`config.mk`:
```
export PLATFORM = sky130hd
export DESIGN_NAME = exec_trace_monitor
export DESIGN_NICKNAME = d
export VERILOG_FILES = /design/src/rtl/exec_trace_monitor_pkg.sv /design/src/rtl/exec_trace_monitor_trace_fifo.sv /design/src/rtl/exec_trace_monitor.sv
export SDC_FILE = /design/constraint.sdc
export NUM_CORES = 1
export LEC_CHECK = 0
export CAP_MARGIN = 10
export CORE_MARGIN = 2
export CORE_UTILIZATION = 55
export CTS_CLUSTER_SIZE = 40
export DETAILED_ROUTE_END_ITERATION = 12
export DONT_BUFFER_PORTS = 1
export GPL_ROUTABILITY_DRIVEN = 1
export GPL_TIMING_DRIVEN = 0
export PLACE_DENSITY = 0.72
export SLEW_MARGIN = 15
export SYNTH_ARGS = -nofsm -noshare
export SYNTH_HDL_FRONTEND = slang
export SYNTH_SLANG_ARGS = --single-unit
```
`constraint.sdc`:
```
create_clock -name clk -period 19.3 [get_ports clk]
set_input_delay 3.86 -clock clk [delete_from_list [all_inputs] [get_ports clk]]
set_output_delay 3.86 -clock clk [all_outputs]
set_load 0.005 [all_outputs]
```
`src/rtl/exec_trace_monitor_pkg.sv`:
```
// Shared halt-cause and trace-kind codes, record layout and halt priority helper
// for the commit-side execution monitor.
package exec_trace_monitor_pkg;

  typedef enum logic [1:0] {
    HALT_NONE  = 2'd0,
    HALT_LOOP  = 2'd1,
    HALT_ZERO  = 2'd2,
    HALT_PCLIM = 2'd3
  } halt_cause_t;

  typedef enum logic [1:0] {
    TR_NONE  = 2'd0,
    TR_REG   = 2'd1,
    TR_STORE = 2'd2
  } tr_kind_t;

  // beq x0,x0,0: the conventional "spin here forever" end-of-program marker
  localparam logic [31:0] INSTR_SELF_LOOP = 32'h00000063;

  localparam int REC_XLEN = 32;

  typedef struct packed {
    tr_kind_t            kind;
    logic [REC_XLEN-1:0] pc;
    logic [REC_XLEN-1:0] addr;
    logic [REC_XLEN-1:0] data;
  } trace_rec_t;

  function automatic halt_cause_t halt_check(input logic [31:0] instr,
                                             input logic        pc_over,
                                             input logic        zero_en);
    halt_cause_t c;
    c = HALT_NONE;
    if (instr == INSTR_SELF_LOOP)       c = HALT_LOOP;
    else if (zero_en && instr == 32'd0) c = HALT_ZERO;
    else if (pc_over)                   c = HALT_PCLIM;
    return c;
  endfunction

endpackage

```
`src/rtl/exec_trace_monitor_trace_fifo.sv`:
```
// Synchronous record FIFO: push/full on the write side, valid/ready on the read side.
// Head is read straight out of storage and forced to zero while empty.
module trace_fifo #(
  parameter int WIDTH = 8,
  parameter int DEPTH = 8
) (
  input  logic             clk,
  input  logic             rst,
  input  logic             clr,
  input  logic             push,
  input  logic [WIDTH-1:0] din,
  output logic             full,
  output logic             valid,
  input  logic             ready,
  output logic [WIDTH-1:0] dout
);

  localparam int AW = $clog2(DEPTH);

  logic [AW:0]      wr_ptr;
  logic [AW:0]      rd_ptr;
  logic [WIDTH-1:0] mem [DEPTH];
  logic             pop;
  logic             do_push;

  assign valid   = (wr_ptr != rd_ptr);
  assign full    = (wr_ptr[AW] != rd_ptr[AW]) && (wr_ptr[AW-1:0] == rd_ptr[AW-1:0]);
  assign pop     = valid && ready;
  // a same-edge pop frees the slot, so a full FIFO can still take the push
  assign do_push = push && (!full || pop);
  assign dout    = valid ? mem[rd_ptr[AW-1:0]] : '0;

  always_ff @(posedge clk or posedge rst) begin
    if (rst) begin
      wr_ptr <= '0;
      rd_ptr <= '0;
    end else if (clr) begin
      wr_ptr <= '0;
      rd_ptr <= '0;
    end else begin
      if (do_push) wr_ptr <= wr_ptr + 1'b1;
      if (pop)     rd_ptr <= rd_ptr + 1'b1;
    end
  end

  always_ff @(posedge clk) begin
    if (do_push && !clr) mem[wr_ptr[AW-1:0]] <= din;
  end

endmodule

```
`src/rtl/exec_trace_monitor.sv`:
```
// Commit-side execution monitor: cycle/retire/store/drop counters, sticky halt
// detection, and a trace FIFO of register-write and store records.
module exec_trace_monitor
  import exec_trace_monitor_pkg::*;
#(
  parameter int               XLEN         = 32,
  parameter int               CNT_W        = 32,
  parameter int               DEPTH        = 8,
  parameter logic [XLEN-1:0]  PC_LIMIT     = 'h200,
  parameter bit               HALT_ON_ZERO = 1'b1
) (
  input  logic             clk,
  input  logic             rst,
  input  logic             clr,
  input  logic             retire,
  input  logic [XLEN-1:0]  pc,
  input  logic [31:0]      instr,
  input  logic             reg_write,
  input  logic [4:0]       rd,
  input  logic [XLEN-1:0]  wb_data,
  input  logic             mem_write,
  input  logic [XLEN-1:0]  mem_addr,
  input  logic [XLEN-1:0]  mem_wdata,
  output logic             halted,
  output logic [1:0]       halt_cause,
  output logic [CNT_W-1:0] cycle_cnt,
  output logic [CNT_W-1:0] instret,
  output logic [CNT_W-1:0] store_cnt,
  output logic [CNT_W-1:0] drop_cnt,
  output logic             trace_valid,
  input  logic             trace_ready,
  output logic [1:0]       trace_kind,
  output logic [XLEN-1:0]  trace_pc,
  output logic [XLEN-1:0]  trace_addr,
  output logic [XLEN-1:0]  trace_data
);

  typedef enum logic {RUN, HALTED} state_t;

  typedef struct packed {
    tr_kind_t        kind;
    logic [XLEN-1:0] pc;
    logic [XLEN-1:0] addr;
    logic [XLEN-1:0] data;
  } rec_t;

  state_t      state;
  rec_t        rec;
  rec_t        head;
  logic        active, is_store, is_reg, push, pop, fifo_full;
  logic        lost_both, lost_full;
  logic [1:0]  n_lost;
  logic [CNT_W:0]   drop_sum;
  logic [CNT_W-1:0] drop_next;
  halt_cause_t cause;

  assign active    = (state == RUN) && retire;
  assign is_store  = active && mem_write;
  assign is_reg    = active && reg_write && (rd != 5'd0);
  assign push      = (is_store || is_reg) && !clr;
  assign pop       = trace_valid && trace_ready;
  assign lost_both = is_store && is_reg;
  assign lost_full = push && fifo_full && !pop;
  assign cause     = halt_check(instr, pc >= PC_LIMIT, HALT_ON_ZERO);

  // a retire can lose two records at once: the shadowed reg write and the store itself
  assign n_lost    = {1'b0, lost_both} + {1'b0, lost_full};
  assign drop_sum  = {1'b0, drop_cnt} + (CNT_W+1)'(n_lost);
  assign drop_next = drop_sum[CNT_W] ? '1 : drop_sum[CNT_W-1:0];

  always_comb begin
    rec      = '0;
    rec.kind = is_store ? TR_STORE : TR_REG;
    rec.pc   = pc;
    rec.addr = is_store ? mem_addr : XLEN'(rd);
    rec.data = is_store ? mem_wdata : wb_data;
  end

  trace_fifo #(
    .WIDTH($bits(rec_t)),
    .DEPTH(DEPTH)
  ) u_fifo (
    .clk   (clk),
    .rst   (rst),
    .clr   (clr),
    .push  (push),
    .din   (rec),
    .full  (fifo_full),
    .valid (trace_valid),
    .ready (trace_ready),
    .dout  (head)
  );

  assign trace_kind = head.kind;
  assign trace_pc   = head.pc;
  assign trace_addr = head.addr;
  assign trace_data = head.data;

  always_ff @(posedge clk or posedge rst) begin
    if (rst) begin
      state      <= RUN;
      halted     <= 1'b0;
      halt_cause <= HALT_NONE;
      cycle_cnt  <= '0;
      instret    <= '0;
      store_cnt  <= '0;
      drop_cnt   <= '0;
    end else if (clr) begin
      state      <= RUN;
      halted     <= 1'b0;
      halt_cause <= HALT_NONE;
      cycle_cnt  <= '0;
      instret    <= '0;
      store_cnt  <= '0;
      drop_cnt   <= '0;
    end else begin
      case (state)
        RUN: begin
          cycle_cnt <= cycle_cnt + 1'b1;
          drop_cnt  <= drop_next;
          if (retire) begin
            instret <= instret + 1'b1;
            if (mem_write) store_cnt <= store_cnt + 1'b1;
            if (cause != HALT_NONE) begin
              state      <= HALTED;
              halted     <= 1'b1;
              halt_cause <= cause;
            end
          end
        end
        default: state <= HALTED;
      endcase
    end
  end

endmodule

```
==> results.tsv <==
stage	metric	value	unit
run_status	status	complete, no violations	
placement	pre_cts_ws	11.28	ns
routing	wirelength	93520	um
routing	ant_nets	0	
synth	syn_area	37840	um2
clock_network	cts_tree	yes	
synth	synth_area_leaders	edfxtp_1, mux4_2, dfrtp_1	
timing	max_freq	133.4	MHz
clock_network	numCtsBuffers	93	
global_routing	overflow	0	
clock_network	cts_resized	0	
clock_network	clkSinkCount	924	
placement	io_buffers	0	
routing	viasPerCell	6.280	
timing	fin_crit	7.494	ns
global_routing	antenna_found_initial	8	
timing	tns	0	ns
timing	worst_slew_pin_slew	1.010	ns
floorplan	rows	96	
floorplan	die_height	266.3	um
routing	drt_iter0_drc	1798	
floorplan	coreArea	68350	um2
clock_network	ctsHoldBuffers	0	
pwr	irDropWorstVdd	64.33	uV
synth	yosysUniqueCellTypes	57	
timing	worst_clock_skew	0.02161	ns
placement	dpl.hpwl	62060	um
synth	synth_top_area_share	62.22	%
cells_and_area	area_growth_syn_to_layout	13.89	%
setup_path	start_kind	register	
cells_and_area	drive_above_1_share	19.02	%
synth	yosys-top-cells-count	edfxtp_1, nor2_1, mux4_2	
worst_hold_path	holdCritPathClass	register to register	
clock_network	htreeDepth	3	
routing	vias	20920	
timing	setup_viol	0	
setup_path	cp.required	15.44	ns
timing	hold_viol_final	0	
floorplan	initial_core_util	55.36	%
clock_network	root_buffer	clkbuf_16	
routing	firstDrtPassIters	5	
synth	synth-seq-area-share	71.48	%
floorplan	ioPinCount	402	
clock_network	postCtsSetupRepairBufs	0	
setup_path	worstPathArrival	3.63	ns
clock_network	clock_path_buffers	3	
global_routing	grt_max_degree	109	
synth	yosys.area.top_type	edfxtp_1	
timing	rsz0062_at_grt	false	
floorplan	fp.dieW	266.3	um
routing	routedWlPerCell	28.07	um
synth	synth_ff_type	edfxtp_1	
setup_path	endpoint_kind	output pin	
clock_network	clk_latency	0.65	ns
setup_path	worstSetupPathType	register to output pin	
timing	hold_ws	0.5083	ns
timing	drv_slew	0	
synth	ys_ff_latch	924	
timing	timing.final.crit_share	38.83	%
global_routing	grtUsageTotal	26.40	%
timing	fin_ws	11.81	ns
setup_path	crit_path_max_fanout	10	
flow_run	drv_cap	0	
clock_network	cts.clk_slew.worst_paths	0.07	ns
global_routing	grt_pass1_wl	137300	um
synth	ys_warn_count	0	
synth	synth_most_common_cell	edfxtp_1	
cells_and_area	nets	2544	
synth	synth-edff-count	784	
placement	place.gp.congestion	0.8954	
synth	syn-num-nets	2392	
synth	avgSynthCellArea	17.10	um2
synth	synth_cells	2213	
pwr	power.density	106.7	nW/um2
cells_and_area	utilization	63.05	%
timing	max_slew_margin	32.69	%
pwr	leakagePower	0.01429	uW
synth	async_flop_share	15.15	%
routing	drc	0	
global_routing	grt_pass1_vias	21250	
floorplan	die_area	70910	um2
## path summary, 6_finish.rpt
kind / from / endpoint / slack [ns] / cells past startpoint
max: u_fifo.rd_ptr[1]$_DFFE_PP0P_ / trace_kind[1] / 11.81 / 6
min: u_fifo.wr_ptr[3]$_DFFE_PP0P_ / u_fifo.wr_ptr[3]$_DFFE_PP0P_ / 0.51 / 1
max reg2reg: state$_DFF_PP0_ / drop_cnt[23]$_DFFE_PP0N_ / 14.64 / 17
min reg2reg: u_fifo.wr_ptr[3]$_DFFE_PP0P_ / u_fifo.wr_ptr[3]$_DFFE_PP0P_ / 0.51 / 1
max in group asynchronous: rst / u_fifo.rd_ptr[0]$_DFFE_PP0P_ / 15.43 / 2
min in group asynchronous: rst / store_cnt[27]$_DFFE_PP0P_ / 3.02 / 1
## cells in the final DEF (no fill, tap or decap), types with 19 or more instances in the layout
cell type,n
nand3_1,42
mux4_2,196
nor4_1,25
inv_1,24
clkbuf_16,94
buf_4,19
nor3_1,42
and3_1,45
mux2i_1,105
nand4_1,35
clkbuf_1,88
xor2_1,37
nor2_1,212
dfrtp_1,140
nand2_1,165
xnor2_1,55
edfxtp_1,784
a21oi_1,32
buf_2,30
## routing by layer
metal | track usage [%] | share of wire [%] | up-vias
met5 | 0 | 0.028 | -
met4 | 7.850 | 2.6 | 4
met3 | 6.811 | 8.4 | 160
met2 | 43.82 | 50 | 927
met1 | 34.63 | 39 | 10900
li1 | - | - | 8933
## stage by stage
step	cell area [um2]	total power [uW]	cells
2_1_floorplan	37840	2624	2213
3_3_place_gp	38940	2780	3095
3_5_place_dp	39890	2789	3152
4_1_cts	43080	4638	3327
5_1_grt	43090	4749	3332
6_report	43090	4600	3332
## worst max-delay path, stage by stage (launching register included)
cell and delay (ns):
dfrtp_1 0.34, buf_2 0.38, clkbuf_1 0.70, clkbuf_1 0.64, mux4_2 0.35, mux2i_1 0.07, nor2_1 0.49
## report_power, final
| part | switching, uW | total, uW | leakage [uW] | internal [uW] |
|---|---|---|---|---|
| Clock | 770 | 1860 | 0.00154 | 1090 |
| Combinational | 320 | 536 | 0.00367 | 216 |
| Sequential | 8.79 | 2200 | 0.00909 | 2190 |
## layout make-up
cell class              count  area [um2]
diodes                      5       12.51
plain buffers             119       510.5
clock buffers             110        2412
clock inverters            65       773.2
fillers                  4746       25250
inverters                  27       113.9
multi-input cells        1143       10230
flip-flops and latches    924       27050
well taps                 882        1104
repair buffers             57       890.9
## logic make-up (layout without fill, tap and decap cells)
family / Yosys count / in the layout / synth area share (%)
other: 0 / 5 / 0
AND/OR/NAND/NOR: 655 / 655 / 8.561
adder cells (fa/ha/maj): 7 / 7 / 0.2513
multiplexers: 301 / 301 / 14.44
flip-flops: 924 / 924 / 71.48
XOR/XNOR: 92 / 92 / 2.130
AO/OA/AOI/OAI: 88 / 88 / 1.525
buffers and inverters: 146 / 378 / 1.607
## flip-flops by register name, summed over array words and instances, names as in the netlist
name and cells:
u_fifo.mem 784, cycle_cnt 32, drop_cnt 32, instret 32, store_cnt 32, u_fifo.rd_ptr 4, u_fifo.wr_ptr 4, halt_cause 2
halted 1, state 1
No activity file was read; power rests on OpenSTA's default activity.
